**config.mk**
```make
export PLATFORM = sky130hd
export DESIGN_NAME = display_controller
export DESIGN_NICKNAME = d
export VERILOG_FILES = /design/src/rtl/display_controller.sv
export SDC_FILE = /design/constraint.sdc
export NUM_CORES = 1
export LEC_CHECK = 0
export CORE_MARGIN = 5
export CORE_UTILIZATION = 51
export CTS_CLUSTER_SIZE = 40
export DETAILED_ROUTE_END_ITERATION = 12
export PLACE_DENSITY = 0.7
export SYNTH_ARGS = -nofsm -noshare
export SYNTH_HDL_FRONTEND = slang
export SYNTH_SLANG_ARGS = --single-unit
```
**constraint.sdc**
```tcl
create_clock -name fpga_clk -period 2.45 [get_ports fpga_clk]
set_clock_uncertainty 0.15 [all_clocks]
set_input_delay 0.49 -clock fpga_clk [delete_from_list [all_inputs] [get_ports fpga_clk]]
set_output_delay 0.49 -clock fpga_clk [all_outputs]
set_load 0.01 [all_outputs]
```
**src/rtl/display_controller.sv**
```systemverilog
// Display line/frame pacing controller with a double-flopped, stretched distributed reset.
// Optional inter-line blanking is compiled in by defining DISPLAY_CONTROLLER_BLANKING_EN.
module display_controller #(
  parameter int WORDS_PER_LINE  = 16,
  parameter int LINES_PER_FRAME = 1280,
  parameter int RESET_STRETCH   = 16,
  parameter int BLANK_CYCLES    = 4
) (
  input  logic       fpga_clk,
  input  logic       reset_all_n,
  output logic       reset_all,
  input  logic [4:0] num_words_in_buffer,
  output logic       line_of_data_available,
  output logic       next_frame_rdy_o
);

`ifdef DISPLAY_CONTROLLER_BLANKING_EN
  typedef enum logic [1:0] {
    WAIT_LINE  = 2'd0,
    SEND_LINE  = 2'd1,
    FRAME_DONE = 2'd2,
    BLANK      = 2'd3
  } state_e;
  localparam logic [3:0] LAST_BLANK = 4'(BLANK_CYCLES - 1);
`else
  typedef enum logic [1:0] {
    WAIT_LINE  = 2'd0,
    SEND_LINE  = 2'd1,
    FRAME_DONE = 2'd2
  } state_e;
`endif

  localparam logic [4:0]  WPL       = 5'(WORDS_PER_LINE);
  localparam logic [4:0]  LAST_WORD = 5'(WORDS_PER_LINE - 1);
  localparam logic [10:0] LPF       = 11'(LINES_PER_FRAME);

  // Two edges are spent in the synchronizer, so the counter covers the remaining
  // RESET_STRETCH-2; a stretch of 2 is exactly the synchronizer depth.
  localparam bit         SHORT_STRETCH = (RESET_STRETCH < 3);
  localparam logic [7:0] STRETCH_LAST  = SHORT_STRETCH ? 8'd0 : 8'(RESET_STRETCH - 3);

  logic [1:0]  sync_q, sync_d;
  logic [7:0]  stretch_q, stretch_d;
  logic        reset_all_q, reset_all_d;

  state_e      state_q, state_d;
  logic [4:0]  word_q, word_d;
  logic [10:0] line_q, line_d;
  logic        lda_q, lda_d;
  logic        nfr_q, nfr_d;
`ifdef DISPLAY_CONTROLLER_BLANKING_EN
  logic [3:0]  blank_q, blank_d;
`endif

  // NOTE: every always_comb output gets a default first so no path can infer a latch.
  always_comb begin
    sync_d      = {sync_q[0], 1'b1};
    stretch_d   = stretch_q;
    if (sync_q[1] && !reset_all_q) stretch_d = stretch_q + 8'd1;
    reset_all_d = reset_all_q |
                  (SHORT_STRETCH ? sync_q[0] : (sync_q[1] && (stretch_q == STRETCH_LAST)));
  end

  // NOTE: sequential state uses non-blocking assignments only, so every flop samples pre-edge values.
  always_ff @(posedge fpga_clk or negedge reset_all_n) begin
    if (!reset_all_n) begin
      sync_q      <= 2'b00;
      stretch_q   <= 8'd0;
      reset_all_q <= 1'b0;
    end else begin
      sync_q      <= sync_d;
      stretch_q   <= stretch_d;
      reset_all_q <= reset_all_d;
    end
  end

  // State register
  always_ff @(posedge fpga_clk or negedge reset_all_n) begin
    if (!reset_all_n) begin
      state_q <= WAIT_LINE;
      word_q  <= 5'd0;
      line_q  <= 11'd0;
      lda_q   <= 1'b0;
      nfr_q   <= 1'b0;
`ifdef DISPLAY_CONTROLLER_BLANKING_EN
      blank_q <= 4'd0;
`endif
    end else begin
      state_q <= state_d;
      word_q  <= word_d;
      line_q  <= line_d;
      lda_q   <= lda_d;
      nfr_q   <= nfr_d;
`ifdef DISPLAY_CONTROLLER_BLANKING_EN
      blank_q <= blank_d;
`endif
    end
  end

  // Next-state logic
  always_comb begin
    state_d = state_q;
    word_d  = word_q;
    line_d  = line_q;
`ifdef DISPLAY_CONTROLLER_BLANKING_EN
    blank_d = blank_q;
`endif
    case (state_q)
      WAIT_LINE: begin
        if (num_words_in_buffer >= WPL) begin
          state_d = SEND_LINE;
          word_d  = 5'd0;
        end
      end
      SEND_LINE: begin
        if (word_q == LAST_WORD) begin
          if (line_q + 11'd1 == LPF) begin
            state_d = FRAME_DONE;
            line_d  = 11'd0;
          end else begin
            line_d  = line_q + 11'd1;
`ifdef DISPLAY_CONTROLLER_BLANKING_EN
            state_d = BLANK;
            blank_d = 4'd0;
`else
            state_d = WAIT_LINE;
`endif
          end
        end else begin
          word_d = word_q + 5'd1;
        end
      end
      FRAME_DONE: begin
`ifdef DISPLAY_CONTROLLER_BLANKING_EN
        state_d = BLANK;
        blank_d = 4'd0;
`else
        state_d = WAIT_LINE;
`endif
      end
`ifdef DISPLAY_CONTROLLER_BLANKING_EN
      BLANK: begin
        if (blank_q == LAST_BLANK) state_d = WAIT_LINE;
        else                       blank_d = blank_q + 4'd1;
      end
`endif
      default: state_d = WAIT_LINE;
    endcase

    // Until the distributed reset is released the controller idles with cleared counters.
    if (!reset_all_q) begin
      state_d = WAIT_LINE;
      word_d  = 5'd0;
      line_d  = 11'd0;
`ifdef DISPLAY_CONTROLLER_BLANKING_EN
      blank_d = 4'd0;
`endif
    end
  end

  // Output logic: decoded from the next state so the flops line up with the state they describe.
  always_comb begin
    lda_d = (state_d == SEND_LINE);
    nfr_d = (state_d == FRAME_DONE);
  end

  assign reset_all              = reset_all_q;
  assign line_of_data_available = lda_q;
  assign next_frame_rdy_o       = nfr_q;

endmodule

```
==> results.md <==
* Setup Buffers After CTS at 0
* Initial antenna violation count at 0
* Die Footprint at 4180 um^2
* Number of global-route vias before repair at 1,039
* Crit-path max FO at 5
* First-pass GRT wire length at 4930 um
* Crit-path max cell delay at 420 ps
* Fin. max-slew vios at 0
* Remaining Overflow, GRT at 0
* CTS clk-pin slew, worst paths at 100 ps
* Final Hold Vio Count at 0
* Syn Area/Cell at 10.5 um^2
* Gr usage total at 0.153
* Largest net degree at the start of global routing at 32
* Most Frequent Cell on Critical Path: ha_1
* Final period util at 0.914
* CTS tree: done
* DR vias/cell at 5.67
* Initial Util at 0.544
* Remaining routing DRC violations at 0
* Cell taking the most area after synthesis: dfrtp_1
* Post-DP HPWL at 1910 um
* CP arrival at 2320 ps
* Final TNS setup at 0 ps
* Insertion delay to the later sink of the worst-skew pair at 330 ps
* RSZ-0062 raised after global routing: no
* Number of synthesized flops with an enable pin at 0
* LEAKAGE at 0.000739 uW
* Htree depth at 2
* Number of synthesized register bits at 31
* Max-Cap Viols at 0
* Vias at 1,077
* First drt pass iteration count at 4
* Worst rel slew slack at 0.659
* Status: finished clean
* Worst Setup Start Kind: flip-flop
* Async S/R FF share, synth at 1.00
* Worst Max-Slew Pin Slew at 510 ps
* Syn nets at 157
* Sink Count at 31
* Total Wirelength at 2790 um
* Final setup violation count at 0
* Starting DRC count in detailed routing at 79
* Post-layout min period at 2240 ps
* Chip Height at 64.7 um
* Crit path kind: reg -> reg
* Cells after Synth at 145
* Nets@finish at 170
* Synth cell types at 40
* VDD IR max at 610 uV
* Post-DP Area at 1630 um^2
* FP Rows at 19
* Routability cong. at 0.850
* CTS Buf Count at 5
* Synthesis-to-finish area growth at 12.0%
* I/O pin cnt at 10
* Die X at 64.7 um
* Mapped Area at 1530 um^2
* Peak Freq at 0.447 GHz
* Crit-path leading delay family: simple AND/OR/NAND/NOR gates
* Yosys top cell area share at 0.509
* Antenna cells at 0
* CORE AREA at 2810 um^2
* Routed wire per std cell at 14.7 um
* Min-delay worst type: reg -> reg
* Detail Route Antenna Nets at 0
* Pwr per Cell Area at 780 nW/um^2
* Worst path bufs/invs at 0
* Port bufs at 5
* Sequential area share after synthesis at 0.509
* Fraction of layout cells with a size suffix above 1 at 0.119
* Dominant synthesized flop cell: dfrtp_1
* Worst endpoint required time at 2540 ps
* Worst Setup End Kind: flip-flop
* CP cell instances: ha_1 > and3_1 > ha_1 > and3b_1 > and2b_1 > and4_1 > xnor2_1 > a211oi_1
* Final Cell Area at 1710 um^2
* Clock Path Buffers at 2
* Synth warn at 0
* Clock Tree Root: clkbuf_4
* Slowest CP cell: dfrtp_1
* Dominant cells by area after synthesis: dfrtp_1, xnor2_1, xor2_1
* Reg-to-reg slack, setup at 210 ps
-- flip-flops by register name, indices dropped and copies added (netlist names) --
name / count
state_q: 2
reset_all: 1
word_q: 5
sync_q: 2
line_q: 11
stretch_q: 8
line_of_data_available: 1
next_frame_rdy_o: 1
-- metal layers --
layer | track usage | part of all wire | up-vias
li1 | - | - | 543
met1 | 0.196 | 0.49 | 516
met2 | 0.244 | 0.46 | 14
met3 | 0.0535 | 0.033 | 4
met4 | 0.0475 | 0.014 | 0
met5 | 0 | 0 | -
-- report_power, final --
part / switching, uW / internal, uW
logic: 171 / 128
clock network: 178 / 169
registers: 90.2 / 596
total: 439 / 893
-- placed cells by master (no fill, tap or decap), types with 2 or more instances in the layout --
cell type        synthesis  layout
dfrtp_1                 31      31
nand2_1                 12      12
nor2_1                  11      11
xnor2_1                  8       8
xor2_1                   8       8
inv_1                    7       7
nand3_1                  7       7
and3_1                   5       5
o21ai_0                  5       5
ha_1                     5       5
clkbuf_4                 0       5
clkdlybuf4s50_1          0       5
a211oi_1                 4       4
nor3_1                   3       3
nand4_1                  3       3
nor3b_1                  3       3
a21oi_1                  3       3
buf_4                    0       3
nor2b_1                  2       2
and4_1                   2       2
o41ai_1                  2       2
clkbuf_8                 0       2
-- area by class of cell --
class                      count  area (um^2)
timing repair buffer           8         72.6
tap                           31         38.8
sequential                    31          776
inverter                       7         26.3
multi-input combinational    105          726
clock buffer                   8         68.8
fill                         246         1100
-- per-stage QoR --
| stage | worst slack (ps) | total power [uW] | std cells | util | hold WS, ps |
|---|---|---|---|---|---|
| after CTS | 115 | 1340 | 190 | 0.605 | 218 |
| final | 211 | 1330 | 190 | 0.609 | 222 |
| after floorplan | 255 | 867 | 145 | - | 44.4 |
| after detailed placement | 158 | 991 | 182 | 0.581 | 193 |
| after global placement | 214 | 965 | 182 | 0.581 | 187 |
| after global routing | 30.0 | 1430 | 190 | 0.609 | 236 |
-- final timing paths --
check / endpoint / startpoint / cells after the start
max in group asynchronous: word_q[3]$_DFFE_PN0P_ / reset_all_n / 2
hold reg to reg: sync_q[1]$_DFF_PN0_ / sync_q[0]$_DFF_PN0_ / 0
min in group asynchronous: line_q[2]$_DFFE_PN0P_ / reset_all_n / 2
hold / removal: sync_q[1]$_DFF_PN0_ / sync_q[0]$_DFF_PN0_ / 0
setup reg to reg: line_q[8]$_DFFE_PN0P_ / word_q[0]$_DFFE_PN0P_ / 8
setup / recovery: line_q[8]$_DFFE_PN0P_ / word_q[0]$_DFFE_PN0P_ / 8
-- Yosys cell counts (2+ instances only) --
cell and instances:
dfrtp_1 31, nand2_1 12, nor2_1 11, xnor2_1 8
xor2_1 8, inv_1 7, nand3_1 7, and3_1 5
ha_1 5, o21ai_0 5, a211oi_1 4, a21oi_1 3
nand4_1 3, nor3_1 3, nor3b_1 3, and4_1 2
clkbuf_1 2, mux2i_1 2, nor2b_1 2, o41ai_1 2
-- timing repair --
action | CTS | global route
setup endpoints to repair | 0 | 1
endpoints found under the hold margin | 0 | 0
resized for setup | 0 | 3
hold buffers | 0 | 0
-- cells by family after synthesis --
kind of cell             Yosys count  synth area share
AO/OA/AOI/OAI                     23             0.106
flip-flops                        31             0.509
buffers and inverters              9            0.0222
adder cells (fa/ha/maj)            5            0.0410
AND/OR/NAND/NOR                   58             0.215
XOR/XNOR                          16            0.0919
other                              1           0.00246
multiplexers                       2            0.0131
Power figures use the tool's default switching activity.
